$ cat src/rtl/online_div_digit_sequencer.sv
// Digit sequencer feeding the online-divider CA-register generator.
// Define DIGIT_CHECK_EN to flag and zero out illegal 11 digits.
module online_div_digit_sequencer #(
    parameter int UNROLLING    = 64,
    parameter int ONLINE_DELAY = 3,
    parameter int ADDR_WIDTH   = 7
) (
    input  logic                  clk,
    input  logic                  asyn_reset,
    input  logic                  start,
    input  logic                  in_valid,
    output logic                  in_ready,
    input  logic [1:0]            x_digit,
    input  logic [1:0]            y_digit,
    output logic                  enable,
    output logic                  refresh,
    output logic [1:0]            x_in,
    output logic [1:0]            y_in,
    output logic [10:0]           counter,
    output logic [10:0]           shift_cnt,
    output logic [ADDR_WIDTH-1:0] accum,
    output logic                  busy,
    output logic                  done,
    output logic                  err
);

    localparam logic [10:0] LAST      = 11'(UNROLLING - 1);
    localparam logic [10:0] LOAD_LAST = 11'(UNROLLING - ONLINE_DELAY - 1);
    localparam logic [ADDR_WIDTH-1:0] ACC_ONE = ADDR_WIDTH'(1);

    typedef enum logic [1:0] {IDLE, LOAD, FLUSH, DONE} state_t;

    state_t                state, state_nxt;
    logic [10:0]           idx, idx_nxt;
    logic                  in_ready_nxt, enable_nxt, refresh_nxt;
    logic [1:0]            x_nxt, y_nxt, x_fwd, y_fwd;
    logic [10:0]           counter_nxt, shift_nxt;
    logic [ADDR_WIDTH-1:0] accum_nxt;
    logic                  busy_nxt, done_nxt, err_nxt, bad_dig;

`ifdef DIGIT_CHECK_EN
    assign x_fwd   = (&x_digit) ? 2'b00 : x_digit;
    assign y_fwd   = (&y_digit) ? 2'b00 : y_digit;
    assign bad_dig = (&x_digit) | (&y_digit);
`else
    assign x_fwd   = x_digit;
    assign y_fwd   = y_digit;
    assign bad_dig = 1'b0;
`endif

    always_comb begin
        state_nxt   = state;
        idx_nxt     = idx;
        enable_nxt  = 1'b0;
        refresh_nxt = 1'b0;
        x_nxt       = x_in;
        y_nxt       = y_in;
        counter_nxt = counter;
        shift_nxt   = shift_cnt;
        accum_nxt   = accum;
        done_nxt    = 1'b0;
        err_nxt     = err;
        unique case (state)
            IDLE: begin
                if (start) begin
                    state_nxt = LOAD;
                    idx_nxt   = 11'd0;
                    err_nxt   = 1'b0;
                end
            end
            LOAD: begin
                if (in_valid) begin
                    enable_nxt  = 1'b1;
                    refresh_nxt = (idx == 11'd0);
                    x_nxt       = x_fwd;
                    y_nxt       = y_fwd;
                    counter_nxt = idx;
                    shift_nxt   = LAST - idx;
                    idx_nxt     = idx + 11'd1;
                    err_nxt     = err | bad_dig;
                    if (idx == LOAD_LAST)
                        state_nxt = (ONLINE_DELAY == 0) ? DONE : FLUSH;
                end
            end
            FLUSH: begin
                enable_nxt  = 1'b1;
                x_nxt       = 2'b00;
                y_nxt       = 2'b00;
                counter_nxt = idx;
                shift_nxt   = LAST - idx;
                idx_nxt     = idx + 11'd1;
                if (idx == LAST)
                    state_nxt = DONE;
            end
            DONE: begin
                done_nxt    = 1'b1;
                accum_nxt   = accum + ACC_ONE;
                counter_nxt = 11'd0;
                shift_nxt   = LAST;
                state_nxt   = IDLE;
            end
            default: state_nxt = IDLE;
        endcase
        // handshake flags track the state being entered, never in_valid
        in_ready_nxt = (state_nxt == LOAD);
        busy_nxt     = (state_nxt == LOAD) || (state_nxt == FLUSH);
    end

    always_ff @(posedge clk or posedge asyn_reset) begin
        if (asyn_reset) begin
            state     <= IDLE;
            idx       <= '0;
            in_ready  <= 1'b0;
            enable    <= 1'b0;
            refresh   <= 1'b0;
            x_in      <= 2'b00;
            y_in      <= 2'b00;
            counter   <= '0;
            shift_cnt <= '0;
            accum     <= '0;
            busy      <= 1'b0;
            done      <= 1'b0;
            err       <= 1'b0;
        end else begin
            state     <= state_nxt;
            idx       <= idx_nxt;
            in_ready  <= in_ready_nxt;
            enable    <= enable_nxt;
            refresh   <= refresh_nxt;
            x_in      <= x_nxt;
            y_in      <= y_nxt;
            counter   <= counter_nxt;
            shift_cnt <= shift_nxt;
            accum     <= accum_nxt;
            busy      <= busy_nxt;
            done      <= done_nxt;
            err       <= err_nxt;
        end
    end

endmodule

$ cat config.mk
export PLATFORM = sky130hd
export DESIGN_NAME = online_div_digit_sequencer
export DESIGN_NICKNAME = d
export VERILOG_FILES = /design/src/rtl/online_div_digit_sequencer.sv
export SDC_FILE = /design/constraint.sdc
export NUM_CORES = 1
export LEC_CHECK = 0
export CAP_MARGIN = 20
export CORE_ASPECT_RATIO = 1.1
export CORE_MARGIN = 3
export CORE_UTILIZATION = 46
export DETAILED_ROUTE_END_ITERATION = 7
export PLACE_DENSITY = 0.78
export SLEW_MARGIN = 25
export SYNTH_ARGS = -nofsm -noshare
export SYNTH_HDL_FRONTEND = slang
export SYNTH_SLANG_ARGS = --single-unit
export TNS_END_PERCENT = 100
$ cat constraint.sdc
create_clock -name clk -period 5.3 [get_ports clk]
set_input_delay 1.06 -clock clk [delete_from_list [all_inputs] [get_ports clk]]
set_output_delay 1.06 -clock clk [all_outputs]
set_load 0.01 [all_outputs]
==> results.txt <==
* CTS Root Buffer Type: clkbuf_8
- IO Port Bufs: 45
- CP Max Fanout: 20
* Die area: 5970 µm²
- Result of the run: completed
- Initial DRC Count: 96
* Number of design rule violations left after detail routing: 0
- Synthesized instance count: 227
* Sort of element at the start of the critical path: primary input
- After detailed routing, the total wire length is 4.52 mm.
- RSZ-0062 raised after global routing: false
- Internal reg-to-reg setup slack: 2.84 ns
- Entering global routing, the biggest net connects 51 pins.
- No sink is reached through more buffers than the 2 on the longest clock path.
- Count of synthesis-stage warnings from yosys: 0
* Synthesized cell area: 2330 µm²
* Worst Clk Skew: 0.0129 ns
- The number of antenna diodes in the final layout is 0.
- TritonCTS built the clock tree.
- In this run the standard cell core region covers 4780 µm².
- Post-synth EDFFs: 0
- Minimum setup slack after placement: 1.97 ns
- Most used flip-flop cell after synthesis: dfrtp_1
- For the worst setup path, the data required time is 5.44 ns.
* Total number of vias: 1776
* Antenna Nets Post-Route: 0
* Clock latency on the worst-skew pair: 0.30 ns
* Slew Viols, Final: 0
* Total clock buffers created by CTS: 5
* Worst min-delay path startpoint: accum[6]
- Post-synthesis register bit count: 50
- Leaving out fill and tap cells, the most frequent cell in the layout is dfrtp_1.
* Final instance area: 2880 µm²
- After global routing the overflow that remains totals 0.
- Headroom to the max-slew limit came out at 43.5%.
- The worst register-to-register path begins at state[1].
* Final Hold Vio Count: 0
- Setup ws final: 2.28 ns
- Global routing used 16.2% of the available tracks across all layers.
- Worst hold-check path type: reg -> reg
- The setup path with the least slack is of type in -> reg.
* Number of global-route vias before repair: 1634
* Clock-pin transition on the worst setup and hold timing paths: 0.09 ns
- Hold-fix buffer count after cts: 0
- The initial antenna violation count was 0.
- From bottom edge to top edge, the die measures 80.7 µm.
- In the final timing run, aggregate negative setup slack is 0 ns.
- The first global-routing pass estimated 7.67 mm of wire.
* Transition at the pin with the smallest max-transition slack: 0.847 ns
* Setup violation total in the final timing report: 0
- Area overhead of the layout relative to synthesis: 23.2%
* Number of distinct library cell variants in the gate-level netlist after synthesis: 40
- Pin placement for this block handled 47 I/O pins.
- Average cell area after synthesis: 10.3 µm²
- Critical Path End Type: flop
* Power per unit of standard cell area: 396 nW/µm²
* Share of async-settable or async-resettable flops after synthesis: 100%
- Number of buffers added for setup after CTS: 0
- Along the worst hold path, the cell count comes to 1.
- Clock tree synthesis found a total of 50 sinks.
- Number of cells on the worst reg-to-reg path: 6
- Measured along the x axis, the die boundary spans 73.9 µm.
- Total number of nets in the final design: 283
- Routed via count divided by cell count: 5.52
- Routed WL per cell: 14.0 µm
* Final RePlAce weighted congestion: 0.746
- Number of maximum-capacitance constraint violations: 0
- In the layout the commonest cells are dfrtp_1, clkdlybuf4s50_1, nand2_1.
- Leakage power figure: 1.25 nW
- Initial cell density of the core: 48.8%
- Maximum clock frequency: 331 MHz
- For the worst setup path, the data arrival time is 3.17 ns.
- H-Tree Depth: 2
- The worst register-to-register path ends at shift_cnt[5].
- The post-route netlist has 5.26% of its cells at a drive strength greater than 1.
* Clock period minus final worst setup slack: 3.02 ns
* Area of placed instances: 2780 µm²
- The first detailed-routing pass ran for 4 iterations.
- Post_cts resized: 0
- For hold timing, the worst endpoint is accum[6].
- HPWL Detailed: 3.17 mm
* Final worst-path cycle share: 57.0%
- In this run the core area contains 26 standard-cell rows.
- Synthesized net count: 245
- Worst vdd rail ir drop: 0.255 mV
- The share of the Yosys chip area taken by registers is 53.6%.
* Number of filler cells placed in the layout: 408
cells by family (layout without fill, tap and decap cells):
logic type               count (synthesis)  count (layout)  share of synthesized area [%]
other                                    1               1                          0.161
XOR/XNOR                                 8               8                           3.00
flip-flops                              50              50                           53.6
AND/OR/NAND/NOR                         76              76                           17.1
AO/OA/AOI/OAI                           56              56                           15.5
multiplexers                             1               1                          0.482
adder cells (fa/ha/maj)                 10              10                           5.36
buffers and inverters                   25              64                           4.82
per-layer routing:
layer | wire, µm | global-route usage (%) | up-vias
met2 | 2110 | 25.6 | 31
met3 | 127 | 3.00 | 4
met4 | 24 | 2.17 | 0
li1 | - | - | 869
met5 | 0 | 0 | -
met1 | 2270 | 23.8 | 872
final cells by class:
cell class / instances / area [µm²] / area share [%]
clock buffer: 5 / 68.8 / 2.39
tap: 56 / 70.1 / 2.44
multi-input combinational: 152 / 971 / 33.8
sequential: 50 / 1250 / 43.5
clock inverter: 3 / 21.3 / 0.740
timing repair buffer: 45 / 450 / 15.7
inverter: 11 / 42.5 / 1.48
metrics by stage:
stage / total power [mW] / hold slack, ns / instances / util, %
detailed placement: 0.928 / 0.459 / 314 / 58.2
finish: 1.14 / 0.466 / 322 / 60.1
global placement: 0.919 / 0.455 / 314 / 58.2
CTS: 1.15 / 0.475 / 322 / 60.1
global route: 1.22 / 0.482 / 322 / 60.1
floorplan: 0.762 / 0.504 / 227 / -
power breakdown:
group          internal [mW]  total (mW)  switching [mW]
logic                  0.185       0.411           0.226
clock network         0.0930       0.220           0.127
registers              0.449       0.509          0.0608
cells in the mapped netlist, types with 3 or more instances:
| library cell | n | area (µm²) |
|---|---|---|
| o21ai_0 | 20 | 100 |
| a22o_1 | 7 | 61.3 |
| a21oi_1 | 11 | 55.1 |
| nand2b_1 | 5 | 31.3 |
| ha_1 | 10 | 125 |
| o31ai_1 | 7 | 52.6 |
| nand3b_1 | 4 | 30.0 |
| nand3_1 | 8 | 40.0 |
| clkbuf_1 | 7 | 26.3 |
| dfrtp_1 | 50 | 1250 |
| xnor2_1 | 4 | 35.0 |
| or3_1 | 3 | 18.8 |
| nand2_1 | 24 | 90.1 |
| nor2b_1 | 4 | 25.0 |
| o21a_1 | 3 | 22.5 |
| nor2_1 | 14 | 52.6 |
| xor2_1 | 4 | 35.0 |
| buf_2 | 3 | 15.0 |
| inv_1 | 11 | 41.3 |
| nand4_1 | 4 | 25.0 |
worst max path at each step:
stage	cells past startpoint	end	from	slack [ns]
floorplan	1	accum[0]	asyn_reset	3.04
global placement	5	shift_cnt[0]	in_valid	2.03
detailed placement	5	shift_cnt[5]	in_valid	1.97
CTS	5	shift_cnt[5]	in_valid	2.28
global route	5	shift_cnt[2]	in_valid	2.10
finish	5	shift_cnt[5]	in_valid	2.28
worst max-delay path, stage by stage:
cell and delay (ns):
clkdlybuf4s50_1 0.55, nand2b_1 0.22, nand2b_1 0.40, nor2_1 0.78
a21oi_1 0.16
registers in the layout, summed over array words and instances, names as in the netlist, 2 cells and up:
| name | flops |
|---|---|
| idx | 11 |
| y_in | 2 |
| accum | 7 |
| shift_cnt | 10 |
| state | 2 |
| counter | 11 |
| x_in | 2 |
No activity file was read; power rests on OpenSTA's default activity.
